`src/rtl/pc_unit.sv`:
```
// Program counter with page/long jumps and a halt/resume/single-step machine.
// Drives the instruction controller and ROM address.
module pc_unit #(
  parameter logic [15:0] RESET_PC = 16'h0000,
  parameter bit          LOG      = 1'b0
) (
  input  logic        clk,
  input  logic        mr,
  input  logic [7:0]  data_bus,
  input  logic        _pchitmp_in,
  input  logic        _pclo_in,
  input  logic        _pc_in,
  input  logic        _halt_in,
  input  logic        _resume,
  input  logic        _step,
  output logic [15:0] pc,
  output logic [7:0]  pchitmp,
  output logic        halted
);

  localparam int unsigned PC_W = 16;

  typedef enum logic {RUN, HALT} state_t;

  state_t state;

  // Strobes from the decoded instruction are ignored while halted, so the
  // halt instruction can stay on the bus without disturbing pc or pchitmp.
  always_ff @(posedge clk or posedge mr) begin
    if (mr) begin
      pc      <= RESET_PC;
      pchitmp <= 8'h00;
      state   <= RUN;
      halted  <= 1'b0;
    end else begin
      case (state)
        RUN: begin
          if (!_pchitmp_in) pchitmp <= data_bus;
          if (!_halt_in) begin
            state  <= HALT;
            halted <= 1'b1;
          end else if (!_pc_in) begin
            pc <= {pchitmp, data_bus};
          end else if (!_pclo_in) begin
            pc <= {pc[15:8], data_bus};
          end else begin
            pc <= pc + PC_W'(1);
          end
        end
        HALT: begin
          if (!_resume) begin
            state  <= RUN;
            halted <= 1'b0;
            pc     <= pc + PC_W'(1);
          end else if (!_step) begin
            pc <= pc + PC_W'(1);
          end
        end
        default: begin
          state  <= RUN;
          halted <= 1'b0;
        end
      endcase
    end
  end

  // Simulation trace of jumps and halt transitions; values are pre-edge.
  if (LOG) begin : g_log
    always_ff @(posedge clk) begin
      if (!mr) begin
        if (state == RUN && _halt_in && (!_pc_in || !_pclo_in))
          $write("PC JUMP %h -> %h\n", pc,
                 !_pc_in ? {pchitmp, data_bus} : {pc[15:8], data_bus});
        if (state == RUN && !_halt_in)
          $write("HALT @%h\n", pc);
        if (state == HALT && !_resume)
          $write("RESUME @%h\n", pc);
      end
    end
  end

endmodule

```
`config.mk`:
```
export PLATFORM = sky130hd
export DESIGN_NAME = pc_unit
export DESIGN_NICKNAME = d
export VERILOG_FILES = /design/src/rtl/pc_unit.sv
export SDC_FILE = /design/constraint.sdc
export NUM_CORES = 1
export LEC_CHECK = 0
export BUFFER_PORTS_ARGS = -buffer_cell sky130_fd_sc_hd__buf_2
export CAP_MARGIN = 10
export CORE_ASPECT_RATIO = 1.4
export CORE_MARGIN = 1.5
export CORE_UTILIZATION = 35
export CTS_CLUSTER_DIAMETER = 200
export DETAILED_ROUTE_END_ITERATION = 8
export PLACE_DENSITY = 0.67
export SETUP_SLACK_MARGIN = 0.3
export SKIP_CTS_REPAIR_TIMING = 1
export SLEW_MARGIN = 15
export SYNTH_ARGS = -nofsm -noshare
export SYNTH_HDL_FRONTEND = slang
export SYNTH_SLANG_ARGS = --single-unit
```
`constraint.sdc`:
```
create_clock -name clk -period 1.5 [get_ports clk]
set_input_delay 0 -clock clk [delete_from_list [all_inputs] [get_ports clk]]
set_output_delay 0 -clock clk [all_outputs]
set_load 0.005 [all_outputs]
```
==> impl_metrics.env, run 1 <==
export IMPL_die_y_um=79.82
export IMPL_fp_row_count=27
export IMPL_grt_max_degree=27
export IMPL_netlist_area_pre_place_um2=1475
export IMPL_number_of_global_route_vias_before_repair=1397
export IMPL_critical_path_n_buffers_inverters=1
export IMPL_timing_max_transition_violations_final=0
export IMPL_critPathTopFamily="flip-flops"
export IMPL_synth_cell_type_count=43
export IMPL_final_hold_worst_slack_ps=17.73
export IMPL_crit_path_cell_trace="nor2b_4, a22oi_2, buf_4, a21oi_1, o311ai_2"
export IMPL_synthToLayoutAreaGrowth_pct=48.35
export IMPL_average_via_count_per_standard_cell=5.640
export IMPL_clock_skew_ps=1.699
export IMPL_initial_utilization=0.3701
export IMPL_wp_data_arrival_ps=1540
export IMPL_boundaryPins=41
export IMPL_core_region_area_um2=3986
export IMPL_layout_cells_sized_above_1=0.4679
export IMPL_place_detailed_hpwl_um=2852
export IMPL_synthTopCellsByCount="26 x sky130_fd_sc_hd__dfrtp_1, 18 x sky130_fd_sc_hd__a21oi_1, 12 x sky130_fd_sc_hd__nor2_1"
export IMPL_layout_worst_path_cycle_share=0.9324
export IMPL_p_int_mw=1.961
export IMPL_clk_root_buffer_cell="sky130_fd_sc_hd__clkbuf_8"
export IMPL_rsz0062_at_grt="yes"
export IMPL_post_drt_wl_per_cell_um=15.64
export IMPL_synth_area_leader_cell="sky130_fd_sc_hd__dfrtp_1"
export IMPL_io_buffers=40
export IMPL_drtPass1Iterations=6
export IMPL_clk_insertion_delay_late_ps=270
export IMPL_cts_path_max_buffers=2
export IMPL_combinational_fraction_of_design_power=0.460
export IMPL_placed_cells=237
export IMPL_irDropWorstVdd_mv=0.8176
export IMPL_tritoncts="done"
export IMPL_outcome="finished with violations"
export IMPL_num_nets_final=236
export IMPL_grt_remaining_overflow=0
export IMPL_ys_seq_elements=26
export IMPL_switching_share=0.3868
export IMPL_drcViolationCount=4
export IMPL_synth_yosys_warnings=0
export IMPL_cts_clk_slew_worst_paths_ps=90
export IMPL_final_setup_fails=0
export IMPL_yosys_top_cells_area="sky130_fd_sc_hd__dfrtp_1 44%, sky130_fd_sc_hd__a21oi_1 6.1%, sky130_fd_sc_hd__mux2_2 6.1%"
export IMPL_synth_async_reset_ratio=1.000
export IMPL_worst_path_max_delay_cell="sky130_fd_sc_hd__dfrtp_2"
export IMPL_crit_path_max_incr_delay_ps=500
export IMPL_setup_total_negative_slack_ps=0
export IMPL_max_freq_ghz=0.7150
export IMPL_crit_type="flip-flop to flip-flop"
export IMPL_critPathRequiredTime_ps=1640
export IMPL_dominantRegCellSynth="sky130_fd_sc_hd__dfrtp_1"
export IMPL_diodes=0
export IMPL_die_area_um2=4619
export IMPL_synth_seq_area_share=0.4411
export IMPL_synth_area_per_cell_um2=9.705
export IMPL_hold_class="input port to flip-flop"
export IMPL_synth_edf_count=0
export IMPL_mappedNetlistNets=169
export IMPL_antenna_found_initial=0
export IMPL_timing_worst_slew_pin_value_ps=331.9
export IMPL_share_seq_of_total_power=0.413
export IMPL_die_width_um=57.87
export IMPL_antenna_violating_nets_post_route=0
export IMPL_p_leak_nw=0.9146
export IMPL_routabilityCongestion=0.8611
export IMPL_post_synth_top_area_fraction=0.4411
export IMPL_cap_violations=0
export IMPL_crit_path_end_kind="flip-flop"
export IMPL_layoutNonFillerInstCount=261
export IMPL_global_route_wire_length_before_repair_um=6451
export IMPL_report_final_hold_viol_count=0
export IMPL_total_switching_power_mw=1.237
export IMPL_failing_checks="design-rule violations"
export IMPL_synth_cells=152
export IMPL_critical_path_startpoint_type="flip-flop"
export IMPL_totalWireLength_um=4082
export IMPL_initialDrtViolationCount=56
export IMPL_power_density_nw_per_um2=1461
export IMPL_clock_buffer_count_from_cts=3
export IMPL_cts_sinks=26
export IMPL_cts_htree_levels=1
export IMPL_clkPwrFrac=0.127
export IMPL_critPathMaxFanout=9
export IMPL_post_synth_top_count_cell="sky130_fd_sc_hd__dfrtp_1"
export IMPL_globalRouteTotalUtil=0.1802
export IMPL_worst_slew_margin_rel=0.7757
export IMPL_via_count=1472
export IMPL_layout_min_cycle_time_ps=1399
-- worst register-to-register path, cell delays in order, from the launching register on --
cell and delay, ps:
sky130_fd_sc_hd__dfrtp_2 500, sky130_fd_sc_hd__nor2b_4 210, sky130_fd_sc_hd__a22oi_2 70, sky130_fd_sc_hd__buf_4 180, sky130_fd_sc_hd__a21oi_1 190, sky130_fd_sc_hd__o311ai_2 120
-- sequential cells by signal (all words and copies together) (netlist names) --
signal,flops
state,1
pchitmp,8
halted,1
pc,16
-- power by group through the flow --
stage / sequential (mW) / clock, mW / combinational (mW)
after global placement: 1.33 / 0 / 1.15
after global routing: 1.37 / 0.460 / 1.63
after detailed placement: 1.34 / 0 / 1.17
after CTS: 1.32 / 0.417 / 1.17
final: 1.32 / 0.407 / 1.47
after floorplan: 1.30 / 0 / 0.675
-- metal layers --
layer  vias up  wire (um)  GRT usage
met4         0         61    0.06977
met5         -          0          0
li1        713          -          -
met2        44       2085     0.3057
met3         7        190    0.02755
met1       708       1744     0.2261
-- per-stage QoR --
| step | utilization | instance area, um^2 | worst slack (ps) | power [mW] |
|---|---|---|---|---|
| after global placement | 0.4605 | 1836 | 31.55 | 2.476 |
| final | 0.5490 | 2188 | 101.4 | 3.198 |
| after floorplan | - | 1545 | 176.4 | 1.971 |
| after global routing | 0.5490 | 2188 | 0.8548 | 3.461 |
| after detailed placement | 0.4605 | 1836 | 35.49 | 2.501 |
| after CTS | 0.4718 | 1881 | 13.09 | 2.908 |
-- cell type report --
type | count | area, um^2
Sequential cell | 26 | 656.9
Timing Repair Buffer | 69 | 481.7
Clock buffer | 4 | 45.04
Tap cell | 43 | 53.80
Multi-Input combinational cell | 115 | 935.9
Inverter | 4 | 15.01
Fill cell | 382 | 1798
-- placed cells by master (no fill, tap or decap), drive strengths merged, types with 3 or more instances in the layout --
| cell type | synthesis | layout |
|---|---|---|
| nand4 | 5 | 5 |
| nand3 | 9 | 9 |
| dfrtp | 26 | 26 |
| dlygate4sd3 | 0 | 9 |
| a21oi | 19 | 19 |
| o311ai | 3 | 3 |
| buf | 7 | 60 |
| clkbuf | 0 | 4 |
| nor4 | 3 | 3 |
| nor4bb | 3 | 3 |
| inv | 4 | 4 |
| a22oi | 3 | 3 |
| mux2 | 8 | 8 |
| o2bb2ai | 3 | 3 |
| o21ai | 11 | 11 |
| nand2 | 8 | 8 |
| o22a | 3 | 3 |
| nor2 | 13 | 13 |
-- cell families (layout without fill, tap and decap cells) --
| group | Yosys count | in the layout | share of synthesized area |
|---|---|---|---|
| simple gates | 53 | 53 | 0.2146 |
| compound gates | 51 | 51 | 0.2239 |
| flops | 26 | 26 | 0.4410 |
| buf+inv | 11 | 77 | 0.03731 |
| mux | 10 | 10 | 0.07464 |
| fa+ha+maj | 1 | 1 | 0.008480 |
-- path summary, 6_finish.rpt --
path                        startpoint    endpoint  slack, ps  depth (start not counted)
min                        data_bus[5]  pchitmp[5]         20                          2
max in group asynchronous           mr       state        910                          4
min in group asynchronous           mr  pchitmp[5]        320                          4
min reg2reg                     pc[13]      pc[13]        550                          1
max reg2reg                      state      pc[12]        100                          5
max                              state      pc[12]        100                          5
No activity file was read; power rests on OpenSTA's default activity.
==> run 2, diff against run 1 <==
- CORE_MARGIN: 1.5 -> unset
==> impl_metrics.env, run 2 (synthesis gave the netlist of run 1 again) <==
export IMPL_outcome="finished with violations"
export IMPL_failing_checks="design-rule violations, negative hold slack"
export IMPL_boundaryPins=41
export IMPL_total_power_mw=3.432
export IMPL_crit_path_end_kind="flip-flop"
export IMPL_fp_row_count=27
export IMPL_crit_path_cell_trace="ha_4, and3_4, nand3_4, o211ai_1, o311ai_1"
export IMPL_fraction_of_the_core_area_covered_by_cells_at_the_end_of_the_flow=0.5825
export IMPL_worst_case_setup_margin_in_the_final_layout_ps=137.2
export IMPL_grtUsageMet2=0.3000
export IMPL_layout_worst_path_cycle_share=0.9086
export IMPL_clock_buffer_count_from_cts=3
export IMPL_rr_startpoint="pc[0]"
export IMPL_antenna_found_initial=0
export IMPL_die_area_um2=4482
export IMPL_min_delay_start="_resume"
export IMPL_cts_sinks=26
export IMPL_cts_clk_slew_worst_paths_ps=90
export IMPL_layoutNonFillerInstCount=272
export IMPL_critical_path_n_buffers_inverters=0
export IMPL_reg2reg_slack_ps=140
export IMPL_global_route_wire_length_before_repair_um=6272
export IMPL_final_hold_worst_slack_ps=-8.211
export IMPL_critPathMaxFanout=7
export IMPL_rsz0062_at_grt="yes"
export IMPL_cts_path_max_buffers=2
export IMPL_globalRouteTotalUtil=0.1781
export IMPL_clock_skew_ps=3.906
export IMPL_antenna_violating_nets_post_route=0
export IMPL_layout_cells_sized_above_1=0.5066
export IMPL_report_final_hold_viol_count=1
export IMPL_worst_hold_path_endpoint="state"
export IMPL_final_cell_mix="41 x sky130_fd_sc_hd__buf_2, 18 x sky130_fd_sc_hd__dfrtp_1, 18 x sky130_fd_sc_hd__buf_4"
export IMPL_routabilityCongestion=0.8562
export IMPL_grt_max_degree=27
export IMPL_layout_min_cycle_time_ps=1363
export IMPL_die_width_um=56.87
export IMPL_final_setup_fails=0
export IMPL_drcViolationCount=6
export IMPL_reg_with_most_ffs="pc"
export IMPL_tritoncts="done"
export IMPL_stdcell_area_um2=2322
export IMPL_timing_worst_slew_pin_value_ps=339.7
export IMPL_totalWireLength_um=4667
export IMPL_crit_type="flip-flop to flip-flop"
export IMPL_initialDrtViolationCount=46
export IMPL_grt_most_used_layer="met2"
export IMPL_groute_layer_met1_usage=0.2366
export IMPL_average_via_count_per_standard_cell=5.680
export IMPL_p_leak_nw=0.9744
export IMPL_fill_cells=344
export IMPL_clk_insertion_delay_late_ps=280
export IMPL_initial_utilization=0.3701
export IMPL_placed_cells=239
export IMPL_number_of_global_route_vias_before_repair=1296
export IMPL_synthToLayoutAreaGrowth_pct=57.42
export IMPL_largest_reg_flops=16
export IMPL_worst_path_max_delay_cell="sky130_fd_sc_hd__dfrtp_2"
export IMPL_worst_slew_margin_rel=0.7735
export IMPL_post_dp_cell_area_um2=1838
export IMPL_diodes=0
export IMPL_num_nets_final=247
export IMPL_place_detailed_hpwl_um=2882
export IMPL_post_drt_wl_per_cell_um=17.16
export IMPL_rr_worst_depth=5
export IMPL_largest_registers="pc x16, pchitmp x8"
export IMPL_setup_total_negative_slack_ps=0
export IMPL_cts_htree_levels=1
export IMPL_power_density_nw_per_um2=1478
export IMPL_drtPass1Iterations=6
export IMPL_io_buffers=40
export IMPL_grt_remaining_overflow=0
export IMPL_critPathRequiredTime_ps=1660
export IMPL_max_freq_ghz=0.7338
export IMPL_pre_cts_slack_ps=47.57
export IMPL_die_y_um=78.82
export IMPL_global_route_usage_met3=0.01954
export IMPL_critPathTopFamily="flip-flops"
export IMPL_hold_class="input port to flip-flop"
export IMPL_wp_data_arrival_ps=1520
export IMPL_clk_root_buffer_cell="sky130_fd_sc_hd__clkbuf_8"
export IMPL_via_count=1545
export IMPL_critical_path_startpoint_type="flip-flop"
export IMPL_r2r_end="pc[14]"
export IMPL_layout_commonest_cell="sky130_fd_sc_hd__buf_2"
export IMPL_cap_violations=0
export IMPL_hold_depth=3
export IMPL_timing_max_transition_violations_final=0
export IMPL_core_region_area_um2=3986
export IMPL_irDropWorstVdd_mv=0.9482
export IMPL_crit_path_max_incr_delay_ps=450
==> run 2: cell types whose count changed in the layout (fill, tap and decap cells not counted), sizes merged <==
| cell | previous run | this run |
|---|---|---|
| a21o | 1 | 2 |
| buf | 60 | 69 |
| dlygate4sd3 | 9 | 10 |
==> run 2: layer usage <==
metal	wire length [um]	up-vias	part of all wire
li1	-	736	-
met1	1938	750	0.42
met2	2476	55	0.53
met3	209	4	0.045
met4	42	0	0.0090
met5	0	-	0
==> run 2: report_power, final <==
part | leakage (nW) | total (mW) | switching [mW] | internal (mW)
clock network | 0.0228 | 0.424 | 0.233 | 0.191
registers | 0.301 | 1.37 | 0.400 | 0.975
logic | 0.651 | 1.63 | 0.728 | 0.905
total | 0.974 | 3.43 | 1.36 | 2.07
==> run 2: worst max path at each step <==
stage	start	endpoint	slack, ps	depth (start not counted)
2_1_floorplan	pc[0]	pc[14]	180	5
3_3_place_gp	pc[0]	pc[14]	40	5
3_5_place_dp	pc[0]	pc[14]	50	5
4_1_cts	pc[0]	pc[14]	20	5
5_1_grt	pc[0]	pc[5]	50	5
6_report	pc[0]	pc[14]	140	5
==> run 2: final cells by class <==
| cell class | instances | area [um^2] | area share |
|---|---|---|---|
| Inverter | 4 | 15.01 | 0.006466 |
| Sequential cell | 26 | 660.6 | 0.2845 |
| Timing Repair Buffer | 79 | 579.3 | 0.2495 |
| Tap cell | 43 | 53.80 | 0.02317 |
| Clock buffer | 4 | 45.04 | 0.01940 |
| Multi-Input combinational cell | 116 | 968.4 | 0.4170 |
==> run 2: worst reg2reg max path: stages (launching register included) <==
cell and delay (ps):
sky130_fd_sc_hd__dfrtp_2 450, sky130_fd_sc_hd__ha_4 180, sky130_fd_sc_hd__and3_4 230, sky130_fd_sc_hd__nand3_4 100, sky130_fd_sc_hd__o211ai_1 170, sky130_fd_sc_hd__o311ai_1 120
==> run 3, diff against run 2 <==
- clock period: 1.5 -> 1.42 ns (I/O delays scaled with it)
==> impl_metrics.env, run 3 (synthesis gave the netlist of run 1 again) <==
export IMPL_average_via_count_per_standard_cell=5.737
export IMPL_share_seq_of_total_power=0.402
export IMPL_layout_min_cycle_time_ps=1401
export IMPL_io_buffers=40
export IMPL_die_width_um=56.87
export IMPL_layout_worst_path_cycle_share=0.9864
export IMPL_outcome="finished with violations"
export IMPL_rsz0062_at_grt="yes"
export IMPL_global_route_wire_length_before_repair_um=6561
export IMPL_p_leak_nw=0.9334
export IMPL_groute_layer_met1_usage=0.2352
export IMPL_combinational_fraction_of_design_power=0.469
export IMPL_timing_max_transition_violations_final=0
export IMPL_clock_buffer_count_from_cts=3
export IMPL_grtUsageMet2=0.3286
export IMPL_cts_htree_levels=1
export IMPL_cts_sinks=26
export IMPL_place_detailed_hpwl_um=3015
export IMPL_hold_class="input port to flip-flop"
export IMPL_power_density_nw_per_um2=1565
export IMPL_hold_depth=2
export IMPL_cts_path_max_buffers=2
export IMPL_max_freq_ghz=0.7139
export IMPL_reg_with_most_ffs="pc"
export IMPL_number_of_global_route_vias_before_repair=1342
export IMPL_critical_path_n_buffers_inverters=2
export IMPL_stdcell_area_um2=2232
export IMPL_cts_clk_slew_worst_paths_ps=100
export IMPL_layout_commonest_cell="sky130_fd_sc_hd__buf_2"
export IMPL_fp_row_count=27
export IMPL_r2r_end="pchitmp[5]"
export IMPL_rr_worst_depth=4
export IMPL_reg2reg_slack_ps=20
export IMPL_final_setup_fails=0
export IMPL_drcViolationCount=6
export IMPL_global_route_usage_met3=0.03583
export IMPL_die_area_um2=4482
export IMPL_setup_total_negative_slack_ps=0
export IMPL_total_switching_power_mw=1.403
export IMPL_cp_depth=4
export IMPL_critPathTopFamily="flip-flops"
export IMPL_p_int_mw=2.090
export IMPL_grt_most_used_layer="met2"
export IMPL_initialDrtViolationCount=52
export IMPL_totalWireLength_um=4488
export IMPL_worst_slew_margin_rel=0.7416
export IMPL_die_y_um=78.82
export IMPL_routabilityCongestion=0.7976
export IMPL_clkPwrFrac=0.130
export IMPL_post_drt_wl_per_cell_um=17.13
export IMPL_antenna_violating_nets_post_route=0
export IMPL_tritoncts="done"
export IMPL_largest_registers="pc x16, pchitmp x8"
export IMPL_wp_data_arrival_ps=1570
export IMPL_synthToLayoutAreaGrowth_pct=51.31
export IMPL_crit_path_cell_trace="buf_4, nor2_4, buf_12, mux2_2"
export IMPL_critPathMaxFanout=8
export IMPL_crit_path_end_kind="flip-flop"
export IMPL_drtPass1Iterations=6
export IMPL_worst_hold_path_endpoint="pchitmp[5]"
export IMPL_boundaryPins=41
export IMPL_timing_worst_slew_pin_value_ps=382.5
export IMPL_clk_root_buffer_cell="sky130_fd_sc_hd__clkbuf_8"
export IMPL_irDropWorstVdd_mv=0.7939
export IMPL_critical_path_startpoint_type="flip-flop"
export IMPL_grt_remaining_overflow=0
export IMPL_crit_type="flip-flop to flip-flop"
export IMPL_core_region_area_um2=3986
export IMPL_rr_startpoint="state"
export IMPL_num_nets_final=237
export IMPL_post_dp_cell_area_um2=1898
export IMPL_layout_cells_sized_above_1=0.5114
export IMPL_final_cell_mix="40 x sky130_fd_sc_hd__buf_2, 18 x sky130_fd_sc_hd__dfrtp_1, 15 x sky130_fd_sc_hd__buf_4"
export IMPL_switching_share=0.4016
export IMPL_report_final_hold_viol_count=0
export IMPL_critPathRequiredTime_ps=1590
export IMPL_largest_reg_flops=16
export IMPL_initial_utilization=0.3701
export IMPL_globalRouteTotalUtil=0.1903
export IMPL_cap_violations=0
export IMPL_grt_max_degree=27
export IMPL_diodes=0
export IMPL_clk_insertion_delay_late_ps=280
export IMPL_via_count=1503
export IMPL_failing_checks="design-rule violations"
export IMPL_antenna_found_initial=0
export IMPL_crit_path_max_incr_delay_ps=510
export IMPL_min_delay_start="data_bus[5]"
export IMPL_worst_path_max_delay_cell="sky130_fd_sc_hd__dfrtp_2"
export IMPL_clock_skew_ps=12.39
## run 3: cell count changes in the layout (fill, tap and decap cells not counted), moves of 3 or more
cell,previous run,this run
sky130_fd_sc_hd__mux2_2,0,6
sky130_fd_sc_hd__buf_4,18,15
sky130_fd_sc_hd__buf_6,7,4
sky130_fd_sc_hd__o21ai_0,4,1
sky130_fd_sc_hd__mux2_4,8,2
sky130_fd_sc_hd__o21ai_2,0,4
## run 3: routing by layer
layer | share of wire | routed length [um] | up-vias
li1 | - | - | 716
met1 | 0.42 | 1891 | 740
met2 | 0.52 | 2349 | 38
met3 | 0.036 | 162 | 9
met4 | 0.019 | 85 | 0
met5 | 0 | 0 | -
## run 3: how the worst max path moves through the flow
stage          startpoint  slack, ps         end
6_report            state         20  pchitmp[5]
5_1_grt             pc[1]        -30      pc[14]
4_1_cts             pc[0]        -30      pc[10]
3_5_place_dp        state         -2      pc[14]
3_3_place_gp        pc[0]         30      pc[14]
2_1_floorplan       pc[0]        100      pc[14]
## run 3: metrics by stage
step,power [mW],hold WS (ps),utilization,setup slack [ps],instances
finish,3.493,5.693,0.5600,19.26,262
detailed placement,2.768,77.49,0.4761,-1.757,244
global route,3.731,2.194,0.5600,-32.56,262
global placement,2.729,74.12,0.4761,25.59,244
CTS,3.213,-225.4,0.4874,-34.71,248
floorplan,2.117,39.81,-,96.42,152
## run 3: power by group through the flow
stage          combinational [mW]  clock [mW]  sequential (mW)
6_report                     1.64       0.453             1.40
4_1_cts                      1.41       0.451             1.36
3_5_place_dp                 1.40           0             1.37
2_1_floorplan               0.739           0             1.38
5_1_grt                      1.79       0.485             1.46
3_3_place_gp                 1.36           0             1.36
## run 3: cell type report
cell class	count	area, um^2
fillers	360	1754
inverters	4	15.01
multi-input cells	115	969.7
well taps	43	53.80
flip-flops and latches	26	660.6
clock buffers	4	45.04
repair buffers	70	488.0
